File: config.mk
export PLATFORM = sky130hd
export DESIGN_NAME = wb_sram_march_bist
export DESIGN_NICKNAME = d
export VERILOG_FILES = /design/src/rtl/wb_sram_bist_pkg.sv /design/src/rtl/wb_sram_march_bist_march_seq.sv /design/src/rtl/wb_sram_march_bist.sv
export SDC_FILE = /design/constraint.sdc
export NUM_CORES = 1
export LEC_CHECK = 0
export CORE_MARGIN = 1
export CORE_UTILIZATION = 45
export DETAILED_ROUTE_END_ITERATION = 10
export PLACE_DENSITY = 0.77
export SLEW_MARGIN = 30
export SYNTH_ARGS = -nofsm -noshare
export SYNTH_HDL_FRONTEND = slang
export SYNTH_SLANG_ARGS = --single-unit
File: constraint.sdc
create_clock -name wb_clk_i -period 3.1 [get_ports wb_clk_i]
set_clock_uncertainty 0.05 [all_clocks]
set_input_delay 0.62 -clock wb_clk_i [delete_from_list [all_inputs] [get_ports wb_clk_i]]
set_output_delay 0.62 -clock wb_clk_i [all_outputs]
set_load 0.02 [all_outputs]
File: src/rtl/wb_sram_bist_pkg.sv
// Shared types for the SRAM March C- BIST.
//   state_t    : Wishbone master FSM states
//   elem_t     : per-element descriptor (direction, op count, op kinds)
//   elem_info  : March C- element table lookup
package wb_sram_bist_pkg;

  typedef enum logic [1:0] {
    IDLE,
    BUS,
    GAP,
    DONE
  } state_t;

  localparam int unsigned N_ELEM = 6;

  // down=1 walks DEPTH-1..0; two_ops=0 means only op0 is performed.
  // inv=1 selects ~P instead of P for the write data / read expectation.
  typedef struct packed {
    logic down;
    logic two_ops;
    logic op0_we;
    logic op0_inv;
    logic op1_we;
    logic op1_inv;
  } elem_t;

  function automatic elem_t elem_info(input logic [2:0] e);
    elem_t r;
    unique case (e)
      3'd0:    r = '{down: 1'b0, two_ops: 1'b0, op0_we: 1'b1, op0_inv: 1'b0, op1_we: 1'b0, op1_inv: 1'b0};
      3'd1:    r = '{down: 1'b0, two_ops: 1'b1, op0_we: 1'b0, op0_inv: 1'b0, op1_we: 1'b1, op1_inv: 1'b1};
      3'd2:    r = '{down: 1'b0, two_ops: 1'b1, op0_we: 1'b0, op0_inv: 1'b1, op1_we: 1'b1, op1_inv: 1'b0};
      3'd3:    r = '{down: 1'b1, two_ops: 1'b1, op0_we: 1'b0, op0_inv: 1'b0, op1_we: 1'b1, op1_inv: 1'b1};
      3'd4:    r = '{down: 1'b1, two_ops: 1'b1, op0_we: 1'b0, op0_inv: 1'b1, op1_we: 1'b1, op1_inv: 1'b0};
      default: r = '{down: 1'b0, two_ops: 1'b0, op0_we: 1'b0, op0_inv: 1'b0, op1_we: 1'b0, op1_inv: 1'b0};
    endcase
    return r;
  endfunction

endpackage

File: src/rtl/wb_sram_march_bist_march_seq.sv
// March C- sequencer: walks element -> address -> op and presents the
// current operation.
//   clk, rst_n : clock, async active-low reset
//   clear      : restart at E0, address 0, op 0
//   advance    : step to the next operation
//   we, inv    : current op is a write / uses ~P
//   elem, addr : current element and word index
//   last       : current op is the final op of the final element
module march_seq
  import wb_sram_bist_pkg::*;
#(
  parameter int unsigned AW = 10
) (
  input  logic          clk,
  input  logic          rst_n,
  input  logic          clear,
  input  logic          advance,
  output logic          we,
  output logic          inv,
  output logic [2:0]    elem,
  output logic [AW-1:0] addr,
  output logic          last
);

  logic [2:0]    elem_q;
  logic [AW-1:0] addr_q;
  logic          op_q;
  elem_t         info;
  elem_t         info_next;
  logic          last_op;
  logic          addr_end;

  always_comb begin
    info      = elem_info(elem_q);
    info_next = elem_info(elem_q + 3'd1);
    we        = op_q ? info.op1_we  : info.op0_we;
    inv       = op_q ? info.op1_inv : info.op0_inv;
    // Single-op elements finish on op 0, two-op elements on op 1.
    last_op   = (op_q == info.two_ops);
    addr_end  = info.down ? (addr_q == '0) : (addr_q == '1);
    last      = last_op && addr_end && (elem_q == 3'(N_ELEM - 1));
    elem      = elem_q;
    addr      = addr_q;
  end

  always_ff @(posedge clk or negedge rst_n) begin
    if (!rst_n) begin
      elem_q <= '0;
      addr_q <= '0;
      op_q   <= 1'b0;
    end else if (clear) begin
      elem_q <= '0;
      addr_q <= '0;
      op_q   <= 1'b0;
    end else if (advance) begin
      if (!last_op) begin
        op_q <= 1'b1;
      end else begin
        op_q <= 1'b0;
        if (addr_end) begin
          elem_q <= elem_q + 3'd1;
          addr_q <= info_next.down ? '1 : '0;
        end else begin
          addr_q <= info.down ? addr_q - 1'b1 : addr_q + 1'b1;
        end
      end
    end
  end

endmodule

File: src/rtl/wb_sram_march_bist.sv
// Wishbone classic master running March C- on a 2**AW x 32 SRAM.
//   wb_clk_i, wb_rst_ni        : clock, async active-low reset
//   start_i, pattern_i         : start request (rising edge), background P
//   wbm_*                      : Wishbone master port
//   busy_o, done_o             : test running / finished
//   fail_o, timeout_o          : read mismatch / missing ack
//   fail_elem_o, fail_addr_o,
//   fail_data_o                : location and read data of first failure
module wb_sram_march_bist
  import wb_sram_bist_pkg::*;
#(
  parameter logic [31:0] BASE_ADDR = 32'h3000_0000,
  parameter int unsigned AW        = 10,
  parameter int unsigned TIMEOUT   = 255
) (
  input  logic          wb_clk_i,
  input  logic          wb_rst_ni,
  input  logic          start_i,
  input  logic [31:0]   pattern_i,
  output logic          wbm_cyc_o,
  output logic          wbm_stb_o,
  output logic          wbm_we_o,
  output logic [3:0]    wbm_sel_o,
  output logic [31:0]   wbm_adr_o,
  output logic [31:0]   wbm_dat_o,
  input  logic [31:0]   wbm_dat_i,
  input  logic          wbm_ack_i,
  output logic          busy_o,
  output logic          done_o,
  output logic          fail_o,
  output logic          timeout_o,
  output logic [2:0]    fail_elem_o,
  output logic [AW-1:0] fail_addr_o,
  output logic [31:0]   fail_data_o
);

  localparam int unsigned TW = $clog2(TIMEOUT + 1);

  state_t        state, state_next;
  logic          start_q;
  logic [31:0]   pat_q;
  logic [TW-1:0] tcnt;
  logic          done_q, fail_q, tmo_q;
  logic [2:0]    felem_q;
  logic [AW-1:0] faddr_q;
  logic [31:0]   fdata_q;

  logic          seq_we, seq_inv, seq_last;
  logic [2:0]    seq_elem;
  logic [AW-1:0] seq_addr;

  logic          launch;
  logic [31:0]   exp_data;
  logic          mismatch;
  logic          tmo_hit;

  march_seq #(.AW(AW)) u_seq (
    .clk     (wb_clk_i),
    .rst_n   (wb_rst_ni),
    .clear   (launch),
    .advance ((state == GAP) && !seq_last),
    .we      (seq_we),
    .inv     (seq_inv),
    .elem    (seq_elem),
    .addr    (seq_addr),
    .last    (seq_last)
  );

  always_comb begin
    launch   = start_i && !start_q && ((state == IDLE) || (state == DONE));
    exp_data = seq_inv ? ~pat_q : pat_q;
    mismatch = (state == BUS) && wbm_ack_i && !seq_we && (wbm_dat_i != exp_data);
    // ack has priority: timeout only fires on a cycle without ack.
    tmo_hit  = (state == BUS) && !wbm_ack_i && (tcnt == TW'(TIMEOUT - 1));
  end

  always_ff @(posedge wb_clk_i or negedge wb_rst_ni) begin
    if (!wb_rst_ni) state <= IDLE;
    else            state <= state_next;
  end

  always_comb begin
    state_next = state;
    unique case (state)
      IDLE, DONE: if (launch) state_next = BUS;
      BUS: begin
        if (wbm_ack_i)    state_next = mismatch ? DONE : GAP;
        else if (tmo_hit) state_next = DONE;
      end
      GAP:     state_next = seq_last ? DONE : BUS;
      default: state_next = IDLE;
    endcase
  end

  // Bus outputs decode directly from the state register so reset drops
  // cyc/stb without waiting for a clock.
  always_comb begin
    wbm_cyc_o = 1'b0;
    wbm_stb_o = 1'b0;
    wbm_we_o  = 1'b0;
    wbm_sel_o = '0;
    wbm_adr_o = '0;
    wbm_dat_o = '0;
    busy_o    = 1'b0;
    unique case (state)
      BUS: begin
        wbm_cyc_o = 1'b1;
        wbm_stb_o = 1'b1;
        wbm_we_o  = seq_we;
        wbm_sel_o = '1;
        wbm_adr_o = BASE_ADDR + 32'({seq_addr, 2'b00});
        wbm_dat_o = seq_we ? exp_data : '0;
        busy_o    = 1'b1;
      end
      GAP:     busy_o = 1'b1;
      default: ;
    endcase
  end

  always_ff @(posedge wb_clk_i or negedge wb_rst_ni) begin
    if (!wb_rst_ni) begin
      start_q <= 1'b0;
      pat_q   <= '0;
      tcnt    <= '0;
      done_q  <= 1'b0;
      fail_q  <= 1'b0;
      tmo_q   <= 1'b0;
      felem_q <= '0;
      faddr_q <= '0;
      fdata_q <= '0;
    end else begin
      start_q <= start_i;
      tcnt    <= ((state == BUS) && !wbm_ack_i) ? tcnt + 1'b1 : '0;
      if (launch) begin
        pat_q   <= pattern_i;
        done_q  <= 1'b0;
        fail_q  <= 1'b0;
        tmo_q   <= 1'b0;
        felem_q <= '0;
        faddr_q <= '0;
        fdata_q <= '0;
      end else if (mismatch) begin
        done_q  <= 1'b1;
        fail_q  <= 1'b1;
        felem_q <= seq_elem;
        faddr_q <= seq_addr;
        fdata_q <= wbm_dat_i;
      end else if (tmo_hit) begin
        done_q  <= 1'b1;
        tmo_q   <= 1'b1;
        felem_q <= seq_elem;
        faddr_q <= seq_addr;
        fdata_q <= '0;
      end else if ((state == GAP) && seq_last) begin
        done_q  <= 1'b1;
      end
    end
  end

  assign done_o      = done_q;
  assign fail_o      = fail_q;
  assign timeout_o   = tmo_q;
  assign fail_elem_o = felem_q;
  assign fail_addr_o = faddr_q;
  assign fail_data_o = fdata_q;

endmodule
==> reports/metrics.yaml, run 1 <==
grt:
  gr-max-usage-layer: "met2"
  use_met2_pct: 40.2
  met1_usage_pct: 34.7
  grt_overflow: 0
  grt_start_max_net_pins: 61
  gr-usage-met3_pct: 6.65
  track_usage_pct: 25.8
  grt_pass1_vias: 5444
  grt_pass1_wl_mm: 29.0
  grt_antenna_before_repair: 1
sta:
  min_period_ns: 3.10
  setup_viol: 0
  slew_violations: 0
  final_hold_viol_count: 0
  slew_headroom_pct: 49.6
  final.setup.tns_ns: 0
  finalCritPeriodShare_pct: 99.9
  rsz0062_at_grt: "yes"
  fmax_mhz: 323
  worst_pin_slew_ns: 0.756
place:
  placed_cell_area_um2: 8150
  globalplace.congestion: 0.900
  portBuffers: 167
  detailed_place_hpwl_mm: 13.4
critical_path:
  cp_data_arrival_time_ns: 2.43
  crit_path_end_kind: "primary output"
  worstPathMaxFanout: 11
  criticalPathCategory: "flop to primary output"
  cp.required_ns: 2.43
  critPathLaunchType: "flop"
  ff2ff_setup_slack_ns: 0.20
  worstRegToRegCells: 10
routing:
  post-route-drc-count: 0
  drt_wl_total_mm: 19.0
  vias: 5903
  detail-route-antenna-nets: 0
  wire_per_inst_um: 17.9
  detail_route.first_pass.iterations: 5
  avgViaCountPerCell: 5.56
  drtIter0Drc: 522
power:
  ir_worst_vdd_mv: 0.690
  p_per_area_nw_per_um2: 1020
  pwr-share-seq_pct: 27.0
  p_clk_share_pct: 13.3
  combPwrFrac_pct: 59.7
  p_sw_share_pct: 44.0
  switchingPower_mw: 3.90
  leakagePower_nw: 3.88
  internal-power_mw: 4.97
cells_and_area:
  area_growth_pct: 37.5
  stdcell_area_um2: 8710
  nNetsFinal: 967
  drive_gt1_share_pct: 15.6
yosys:
  synth.avg_cell_area_um2: 8.74
  synthMuxAreaShare_pct: 2.79
  synth_cell_types: 57
  synth_cells: 725
  synth_top_area_share_pct: 41.5
  synth_top_family_by_area: "simple AND/OR/NAND/NOR gates"
  synth_compound_area_share_pct: 11.1
  synth_xor_area_share_pct: 10.5
  synth_edf_count: 0
  seq_area_frac_synth_pct: 41.5
  synth_top_cell_by_area: "dfrtp_1"
  synthSimpleGateAreaFrac_pct: 23.1
  ys.flop_type: "dfrtp_1"
  yosys-top-cells-area: "dfrtp_1 41%, xnor2_1 9.4%, nand2_1 8.6%, nand4_1 4.6%, ha_1 3.6%"
  netlist_area_um2: 6330
  async_reset_ff_share_pct: 100
  synth_seq_cells: 105
  synth_fa_ha_area_share_pct: 3.87
  yosys_warnings: 0
floorplanning:
  io-pin-count: 188
  start_util_pct: 46.9
  core_area_um2: 13500
  dieArea_um2: 14600
  rows: 42
  die_w_um: 121
  die_y_um: 121
clock_network:
  clock_sinks: 105
  clk_pin_slew_worst_paths_ns: 0.07
  cts_tree: "yes"
  hold_buffers: 0
  clock_latency_ns: 0.35
  h-tree-depth: 3
  clock_tree.root_cell: "clkbuf_16"
  numCtsBuffers: 9
  clockBufferDepth: 2
worst_hold_path:
  hold_path_class: "input port to async pin"
flow_run:
  maxCapViolCount: 0
status:
  outcome: "completed"
## final cells by class
| type | instances | area [µm²] |
|---|---|---|
| flip-flops and latches | 105 | 2630 |
| clock inverters | 4 | 51.3 |
| well taps | 176 | 220 |
| clock buffers | 12 | 256 |
| diodes | 1 | 2.50 |
| repair buffers | 198 | 2040 |
| fillers | 1073 | 4800 |
| inverters | 12 | 45.0 |
| multi-input cells | 554 | 3460 |
## sequential cells by signal (all words and copies together) (netlist names)
name         flops
pat_q           32
fail_data_o     32
u_seq.elem       3
fail_addr_o     10
u_seq.op_q       1
fail_elem_o      3
start_q          1
timeout_o        1
tcnt             8
done_o           1
state            2
fail_o           1
u_seq.addr      10
## Yosys cell counts (12+ instances only)
cell type  number
nand4_1        47
inv_1          12
mux2i_1        15
a21oi_1        42
nand2_1       145
dfrtp_1       105
buf_4          28
nor2_1         50
clkbuf_1       30
xnor2_1        68
ha_1           18
o21ai_0        43
## routing by layer
metal,part of all wire [%],vias to the layer above,routed length (µm)
li1,-,2739,-
met1,42,2836,8010
met2,46,278,8770
met3,7.8,50,1490
met4,3.6,0,692
met5,0,-,0
## worst max-delay path, cell delays in order (launching register included)
cell and delay (ns):
dfrtp_1 0.43, ha_2 0.21, buf_4 0.14, nor3_1 0.27, nor2_1 0.10, o21a_2 0.25
buf_4 0.22, xnor2_1 0.26, nor2_2 0.06, buf_6 0.14
## kinds of logic (layout without fill, tap and decap cells)
logic type	after synthesis	after routing
AO/OA/AOI/OAI	113	113
XOR/XNOR	76	76
adder cells (fa/ha/maj)	19	19
buffers and inverters	85	226
flip-flops	105	105
multiplexers	17	17
other	1	21
AND/OR/NAND/NOR	309	309
## power groups by stage
stage	Clock (mW)	Combinational, mW	Sequential [mW]
after floorplan	0	2.77	2.45
after global placement	0	4.62	2.37
after detailed placement	0	4.69	2.39
after CTS	1.19	4.63	2.37
after global routing	1.25	5.68	2.44
final	1.18	5.30	2.40
## cell usage in the layout (no fill, tap or decap), types with 27 or more instances in the layout
cell type and count:
buf_4 27, buf_6 29, nor2_2 28, clkdlybuf4s50_1 133, xnor2_1 65, nand2_1 145
o21ai_0 43, a21oi_1 42, dfrtp_1 105, nand4_1 47
## per-stage QoR
step	cells	setup WS (ns)	power (mW)	hold WS (ns)	utilization (%)
floorplan	744	0.261	5.22	0.274	-
global placement	1039	0.0107	6.99	0.444	60.3
detailed placement	1039	-0.0596	7.08	0.452	60.3
CTS	1058	-0.0321	8.19	0.304	61.9
global route	1061	-0.0666	9.37	0.335	64.5
finish	1062	0.00288	8.88	0.276	64.5
## path summary, 6_finish.rpt
| kind | to | start |
|---|---|---|
| setup / recovery | wbm_dat_o[21] | u_seq.elem[1]$_DFFE_PN0P_ |
| hold / removal | fail_data_o[16]$_DFFE_PN0P_ | wb_rst_ni |
| setup reg to reg | u_seq.addr[9]$_DFFE_PN0P_ | u_seq.elem[1]$_DFFE_PN0P_ |
| hold reg to reg | timeout_o$_DFFE_PN0P_ | timeout_o$_DFFE_PN0P_ |
| max in group asynchronous | u_seq.addr[0]$_DFFE_PN0P_ | wb_rst_ni |
| min in group wb_clk_i | timeout_o$_DFFE_PN0P_ | timeout_o$_DFFE_PN0P_ |
## repair_timing
item                                    in CTS  in global routing
gates resized for setup                    131                107
endpoints found under the setup margin      33                 34
buffers inserted                             2                  1
pin swaps                                    1                  7
endpoints found under the hold margin        0                  0
gates cloned                                 1                  2
(Power assumes the default switching activity.)
==> inputs of run 2 (changes only) <==
--- a/config.mk
+++ b/config.mk
@@ -6,9 +6,9 @@
 export NUM_CORES = 1
 export LEC_CHECK = 0
 export CORE_MARGIN = 1
-export CORE_UTILIZATION = 45
+export CORE_UTILIZATION = 48
 export DETAILED_ROUTE_END_ITERATION = 10
-export PLACE_DENSITY = 0.77
+export PLACE_DENSITY = 0.81
 export SLEW_MARGIN = 30
 export SYNTH_ARGS = -nofsm -noshare
 export SYNTH_HDL_FRONTEND = slang
==> constraint.sdc (replaced) <==
create_clock -name wb_clk_i -period 3.2 [get_ports wb_clk_i]
set_clock_uncertainty 0.05 [all_clocks]
set_input_delay 0.64 -clock wb_clk_i [delete_from_list [all_inputs] [get_ports wb_clk_i]]
set_output_delay 0.64 -clock wb_clk_i [all_outputs]
set_load 0.02 [all_outputs]
==> reports/metrics.yaml, run 2 (synthesis gave the netlist of run 1 again) <==
critical_path:
  cp_data_arrival_time_ns: 2.35  # -0.08 ns
  path_cells: "buf_4 -> ha_1 -> mux2i_1 -> o221ai_1 -> o21a_2 -> buf_4 -> xnor2_1 -> nor2_1 -> clkdlybuf4s15_1"
  rr_startpoint: "u_seq.elem[0]$_DFFE_PN0P_"
  ff2ff_setup_slack_ns: 0.35  # +0.15 ns
  cpMaxStageDelayCell: "dfrtp_1"
  crit_family: "buffers and inverters"
  critPathBufInv: 3  # unchanged
  criticalPathCategory: "flop to primary output"
  worstRegToRegCells: 10  # unchanged
  worst-path-stages: 9  # unchanged
  worst_path_most_repeated_cell: "buf_4"
  slowest_delay_ns: 0.40  # -0.03 ns
  cp.required_ns: 2.51  # +0.08 ns
  reg2reg_to: "u_seq.addr[9]$_DFFE_PN0P_"
  worstPathMaxFanout: 4  # -7
  critPathLaunchType: "flop"
  crit_path_end_kind: "primary output"
routing:
  avgViaCountPerCell: 5.43  # -2.3%
  drt_wl_total_mm: 18.3  # -3.7%
  post-route-drc-count: 0  # unchanged
  wire_per_inst_um: 17.3  # -2.8%
  wl_met1_mm: 8.06  # +0.64%
  met2_length_mm: 8.52  # -2.8%
  vias: 5712  # -3.2%
  routed-wl-met3_mm: 1.21  # -19%
  top_layer_used: "met4"
  detail-route-antenna-nets: 0  # unchanged
  detail_route.first_pass.iterations: 6  # +1
  drtIter0Drc: 453  # -13%
clock_network:
  clockBufferDepth: 2  # unchanged
  clock_latency_ns: 0.35  # about the same
  hold_buffers: 0  # unchanged
  clock_sinks: 105  # unchanged
  h-tree-depth: 3  # unchanged
  cts_tree: "yes"
  clock_tree.root_cell: "clkbuf_16"
  numCtsBuffers: 9  # unchanged
  clk_pin_slew_worst_paths_ns: 0.07  # about the same
floorplanning:
  io-pin-count: 188  # unchanged
  die_w_um: 117  # -3.1%
  die_y_um: 117  # -3.1%
  start_util_pct: 49.8  # +2.9 points
  core_area_um2: 12700  # -5.8%
  dieArea_um2: 13700  # -6.1%
  rows: 41  # -2.4%
sta:
  worst_pin_slew_ns: 0.796  # +0.0396 ns
  worst_slack_ns: 0.162  # +0.159 ns
  finalCritPeriodShare_pct: 94.9
  slew_headroom_pct: 47.0  # -2.6 points
  final_hold_viol_count: 0  # unchanged
  setup_viol: 0  # unchanged
  slew_violations: 0  # unchanged
  rsz0062_at_grt: "no"
  min_period_ns: 3.04
  fmax_mhz: 329
power:
  p_per_area_nw_per_um2: 943  # -7.5%
  leakagePower_nw: 3.78  # -2.7%
  fin_total_pwr_mw: 7.85  # -12%
  ir_worst_vdd_mv: 0.453  # -34%
place:
  detailed_place_hpwl_mm: 12.8  # -4.6%
  placed_cell_area_um2: 8110  # -0.49%
  dp_slack_ns: 0.0445  # +0.104 ns
  globalplace.congestion: 0.909  # +1.0%
  portBuffers: 167  # unchanged
grt:
  grt_pass1_wl_mm: 28.0  # -3.3%
  grt_overflow: 0  # unchanged
  track_usage_pct: 26.9  # +1.1 points
  grt_start_max_net_pins: 72  # +18%
  grt_antenna_before_repair: 0  # -1
  grt_pass1_vias: 5401  # -0.79%
cells_and_area:
  nNetsFinal: 962  # -0.52%
  diodes: 0  # -1
  area_growth_pct: 31.3
  final_common_cell: "nand2_1"
  multi_input_area_um2: 3350  # -3.2%
  fillerInstances: 1100  # +2.5%
  drive_gt1_share_pct: 11.1  # -4.5 points
  regArea_um2: 2630  # unchanged
  most-common-layout-cells: "145 x nand2_1, 133 x clkdlybuf4s50_1, 105 x dfrtp_1"
  stdcell_area_um2: 8320  # -4.5%
flow_run:
  maxCapViolCount: 0  # unchanged
status:
  outcome: "completed"
worst_hold_path:
  hold_path_class: "input port to async pin"
==> run 2: cell types whose count changed in the layout (fill, tap and decap cells not counted), moves of 3 or more <==
cell	delta
xnor2_2	-3
clkbuf_2	+32
buf_6	-27
nor2_4	-3
buf_4	-6
nor2_1	+31
nor2_2	-28
xnor2_1	+3
==> run 2: layer usage <==
metal / global-route usage (%) / vias to the layer above
li1: - / 2721
met1: 37.5 / 2736
met4: 9.79 / 0
met2: 42.2 / 219
met5: 0 / -
met3: 4.94 / 36
==> run 2: area by class of cell <==
class | count | share of cell area (%)
Multi-Input combinational cell | 554 | 40.3
Sequential cell | 105 | 31.6
Timing Repair Buffer | 193 | 21.2
Clock buffer | 11 | 3.04
Tap cell | 172 | 2.59
Clock inverter | 5 | 0.752
Inverter | 12 | 0.542
==> run 2: worst max-delay path by stage <==
| stage | from | endpoint | slack, ns |
|---|---|---|---|
| after floorplan | u_seq.elem[0]$_DFFE_PN0P_ | wbm_dat_o[10] | 0.34 |
| after global placement | u_seq.elem[0]$_DFFE_PN0P_ | wbm_dat_o[10] | 0.10 |
| after detailed placement | u_seq.elem[0]$_DFFE_PN0P_ | wbm_dat_o[5] | 0.04 |
| after CTS | u_seq.elem[0]$_DFFE_PN0P_ | wbm_dat_o[20] | -0.001 |
| after global routing | u_seq.elem[1]$_DFFE_PN0P_ | wbm_dat_o[0] | 0.01 |
| final | u_seq.elem[1]$_DFFE_PN0P_ | wbm_dat_o[0] | 0.16 |
==> run 2: metrics by stage <==
stage	util, %	setup TNS [ns]	cells	hold slack, ns
floorplan	-	0	744	0.294
global placement	63.7	0	1032	0.452
detailed placement	63.7	0	1032	0.473
CTS	66.2	-0.00399	1051	0.272
global route	65.4	0	1052	0.296
finish	65.4	0	1052	0.243
==> run 2: timing repair <==
action,CTS,global route
setup endpoints to repair,33,33
gates resized for setup,41,66
setup buffers,3,1
gates cloned,0,0
==> run 2: power breakdown <==
group | internal [mW] | switching, mW
Clock | 0.654 | 0.508
Combinational | 1.90 | 2.51
Sequential | 1.78 | 0.488
Total | 4.34 | 3.51
==> inputs of run 3 (changes only) <==
--- a/config.mk
+++ b/config.mk
@@ -9,6 +9,7 @@
 export CORE_UTILIZATION = 48
 export DETAILED_ROUTE_END_ITERATION = 10
 export PLACE_DENSITY = 0.81
+export SKIP_LAST_GASP = 1
 export SLEW_MARGIN = 30
 export SYNTH_ARGS = -nofsm -noshare
 export SYNTH_HDL_FRONTEND = slang
==> reports/metrics.yaml, run 3 (synthesis gave the netlist of run 1 again) <==
routing:
  vias: 5786  # +1.3%
  wire_per_inst_um: 17.3  # about the same
  post-route-drc-count: 0  # unchanged
  avgViaCountPerCell: 5.49  # +1.1%
  drtIter0Drc: 414  # -8.6%
  detail-route-antenna-nets: 0  # unchanged
  detail_route.first_pass.iterations: 6  # unchanged
  drt_wl_total_mm: 18.3  # about the same
cells_and_area:
  drive_gt1_share_pct: 11.2  # +0.088 points
  layout.cells.non_filler: 1054  # +0.19%
  stdcell_area_um2: 8330  # +0.18%
  area_growth_pct: 31.6
  most-common-layout-cells: "145 x nand2_1, 133 x clkdlybuf4s50_1, 105 x dfrtp_1"
  nNetsFinal: 964  # +0.21%
  fin_util_pct: 65.5  # +0.12 points
  final_common_cell: "nand2_1"
  diodes: 0  # unchanged
clock_network:
  numCtsBuffers: 9  # unchanged
  cts_tree: "yes"
  clock_sinks: 105  # unchanged
  h-tree-depth: 3  # unchanged
  clock_latency_ns: 0.35  # about the same
  clock_tree.root_cell: "clkbuf_16"
  clockBufferDepth: 2  # unchanged
  clk_pin_slew_worst_paths_ns: 0.07  # about the same
critical_path:
  slowest_delay_ns: 0.46  # +0.06 ns
  endpoint: "wbm_dat_o[5]"
  worstRegToRegCells: 10  # unchanged
  crit_path_end_kind: "primary output"
  critPathBufInv: 4  # +1
  worstPathMaxFanout: 11  # +7
  worst-path-stages: 9  # unchanged
  criticalPathCategory: "flop to primary output"
  reg2reg_to: "u_seq.addr[9]$_DFFE_PN0P_"
  path_cells: "inv_1 -> ha_1 -> or4_4 -> a31oi_4 -> nand2b_4 -> buf_4 -> buf_6 -> nor2_1 -> clkbuf_2"
  critPathLaunchType: "flop"
  cpMaxStageDelayCell: "or4_4"
  rr_startpoint: "u_seq.elem[0]$_DFFE_PN0P_"
  cp_data_arrival_time_ns: 2.43  # +0.08 ns
  crit_start: "u_seq.elem[0]$_DFFE_PN0P_"
  cp.required_ns: 2.51  # about the same
  crit_family: "simple AND/OR/NAND/NOR gates"
  ff2ff_setup_slack_ns: 0.33  # -0.02 ns
floorplanning:
  die_w_um: 117  # unchanged
  core_area_um2: 12700  # unchanged
  io-pin-count: 188  # unchanged
  rows: 41  # unchanged
  start_util_pct: 49.8  # unchanged
  die_y_um: 117  # unchanged
  dieArea_um2: 13700  # unchanged
power:
  ir_worst_vdd_mv: 0.454  # +0.25%
  p_per_area_nw_per_um2: 944  # +0.12%
  leakagePower_nw: 3.79  # +0.26%
  fin_total_pwr_mw: 7.87  # +0.30%
flow_run:
  maxCapViolCount: 0  # unchanged
place:
  placed_cell_area_um2: 8110  # unchanged
  dp.cells: 1032  # unchanged
  portBuffers: 167  # unchanged
  detailed_place_hpwl_mm: 12.8  # unchanged
  globalplace.congestion: 0.909  # unchanged
sta:
  final_hold_viol_count: 0  # unchanged
  worst_pin_slew_ns: 0.793  # -0.00289 ns
  fmax_mhz: 321  # -2.6%
  slew_headroom_pct: 47.1  # +0.19 points
  setup_viol: 0  # unchanged
  final.setup.tns_ns: 0  # unchanged
  finalCritPeriodShare_pct: 97.5  # +2.5 points
  slew_violations: 0  # unchanged
  min_period_ns: 3.12  # +0.0809 ns
  rsz0062_at_grt: "yes"
grt:
  grt_antenna_before_repair: 0  # unchanged
  grt_pass1_vias: 5398  # -0.056%
  grt_overflow: 0  # unchanged
  grt_pass1_wl_mm: 28.0  # about the same
  track_usage_pct: 26.9  # about the same
  grt_start_max_net_pins: 72  # unchanged
status:
  outcome: "completed"
worst_hold_path:
  hold_path_class: "input port to async pin"
-- run 3: cell types whose count changed in the layout (fill, tap and decap cells not counted) --
cell,previous run,this run
inv_1,11,12
inv_2,1,0
buf_4,21,23
-- run 3: how the worst min path moves through the flow --
stage                                           from  slack [ns]                           to
after floorplan                            wb_rst_ni        0.29           done_o$_DFFE_PN0P_
after CTS                                  wb_rst_ni        0.27  fail_data_o[10]$_DFFE_PN0P_
after global placement            fail_o$_DFFE_PN0P_        0.45           fail_o$_DFFE_PN0P_
after detailed placement  fail_addr_o[2]$_DFFE_PN0P_        0.47   fail_addr_o[2]$_DFFE_PN0P_
final                                      wb_rst_ni        0.25  fail_data_o[10]$_DFFE_PN0P_
after global routing                       wb_rst_ni        0.30        pat_q[12]$_DFFE_PN0P_
-- run 3: worst register-to-register path: stages, from the launching register on --
cell and delay [ns]:
dfrtp_1 0.42, inv_1 0.12, ha_2 0.24, mux2_4 0.37
ha_1 0.30, a21oi_1 0.16, nand4b_1 0.16, nand3_1 0.18
a2111o_1 0.43, a311o_1 0.31, nand3_1 0.07
-- run 3: power breakdown --
group | leakage [nW] | switching [mW] | total, mW | internal (mW)
clock network | 0.148 | 0.510 | 1.16 | 0.654
registers | 1.39 | 0.486 | 2.27 | 1.78
logic | 2.25 | 2.51 | 4.44 | 1.92
-- run 3: what timing repair did --
action	in CTS	in global routing
buffers inserted	3	3
resized for setup	40	66
setup endpoints to repair	33	33
hold buffers	0	0
gates cloned	0	0
-- run 3: routing by layer --
| layer | track usage, % | wire length, µm | vias up |
|---|---|---|---|
| li1 | - | - | 2732 |
| met4 | 9.62 | 454 | 0 |
| met3 | 4.79 | 1260 | 33 |
| met1 | 37.5 | 8040 | 2781 |
| met2 | 42.3 | 8510 | 240 |
| met5 | 0 | 0 | - |
-- run 3: area by class of cell --
| type | instances | area, µm² |
|---|---|---|
| Inverter | 12 | 45.0 |
| Multi-Input combinational cell | 554 | 3350 |
| Fill cell | 1100 | 4390 |
| Sequential cell | 105 | 2630 |
| Clock inverter | 5 | 62.6 |
| Timing Repair Buffer | 195 | 1780 |
| Tap cell | 172 | 215 |
| Clock buffer | 11 | 253 |
-- run 3: per-stage QoR --
step	setup slack [ns]	hold WS, ns
2_1_floorplan	0.341	0.294
6_report	0.0813	0.248
5_1_grt	-0.0408	0.296
3_3_place_gp	0.101	0.452
4_1_cts	-0.00618	0.272
3_5_place_dp	0.0445	0.473
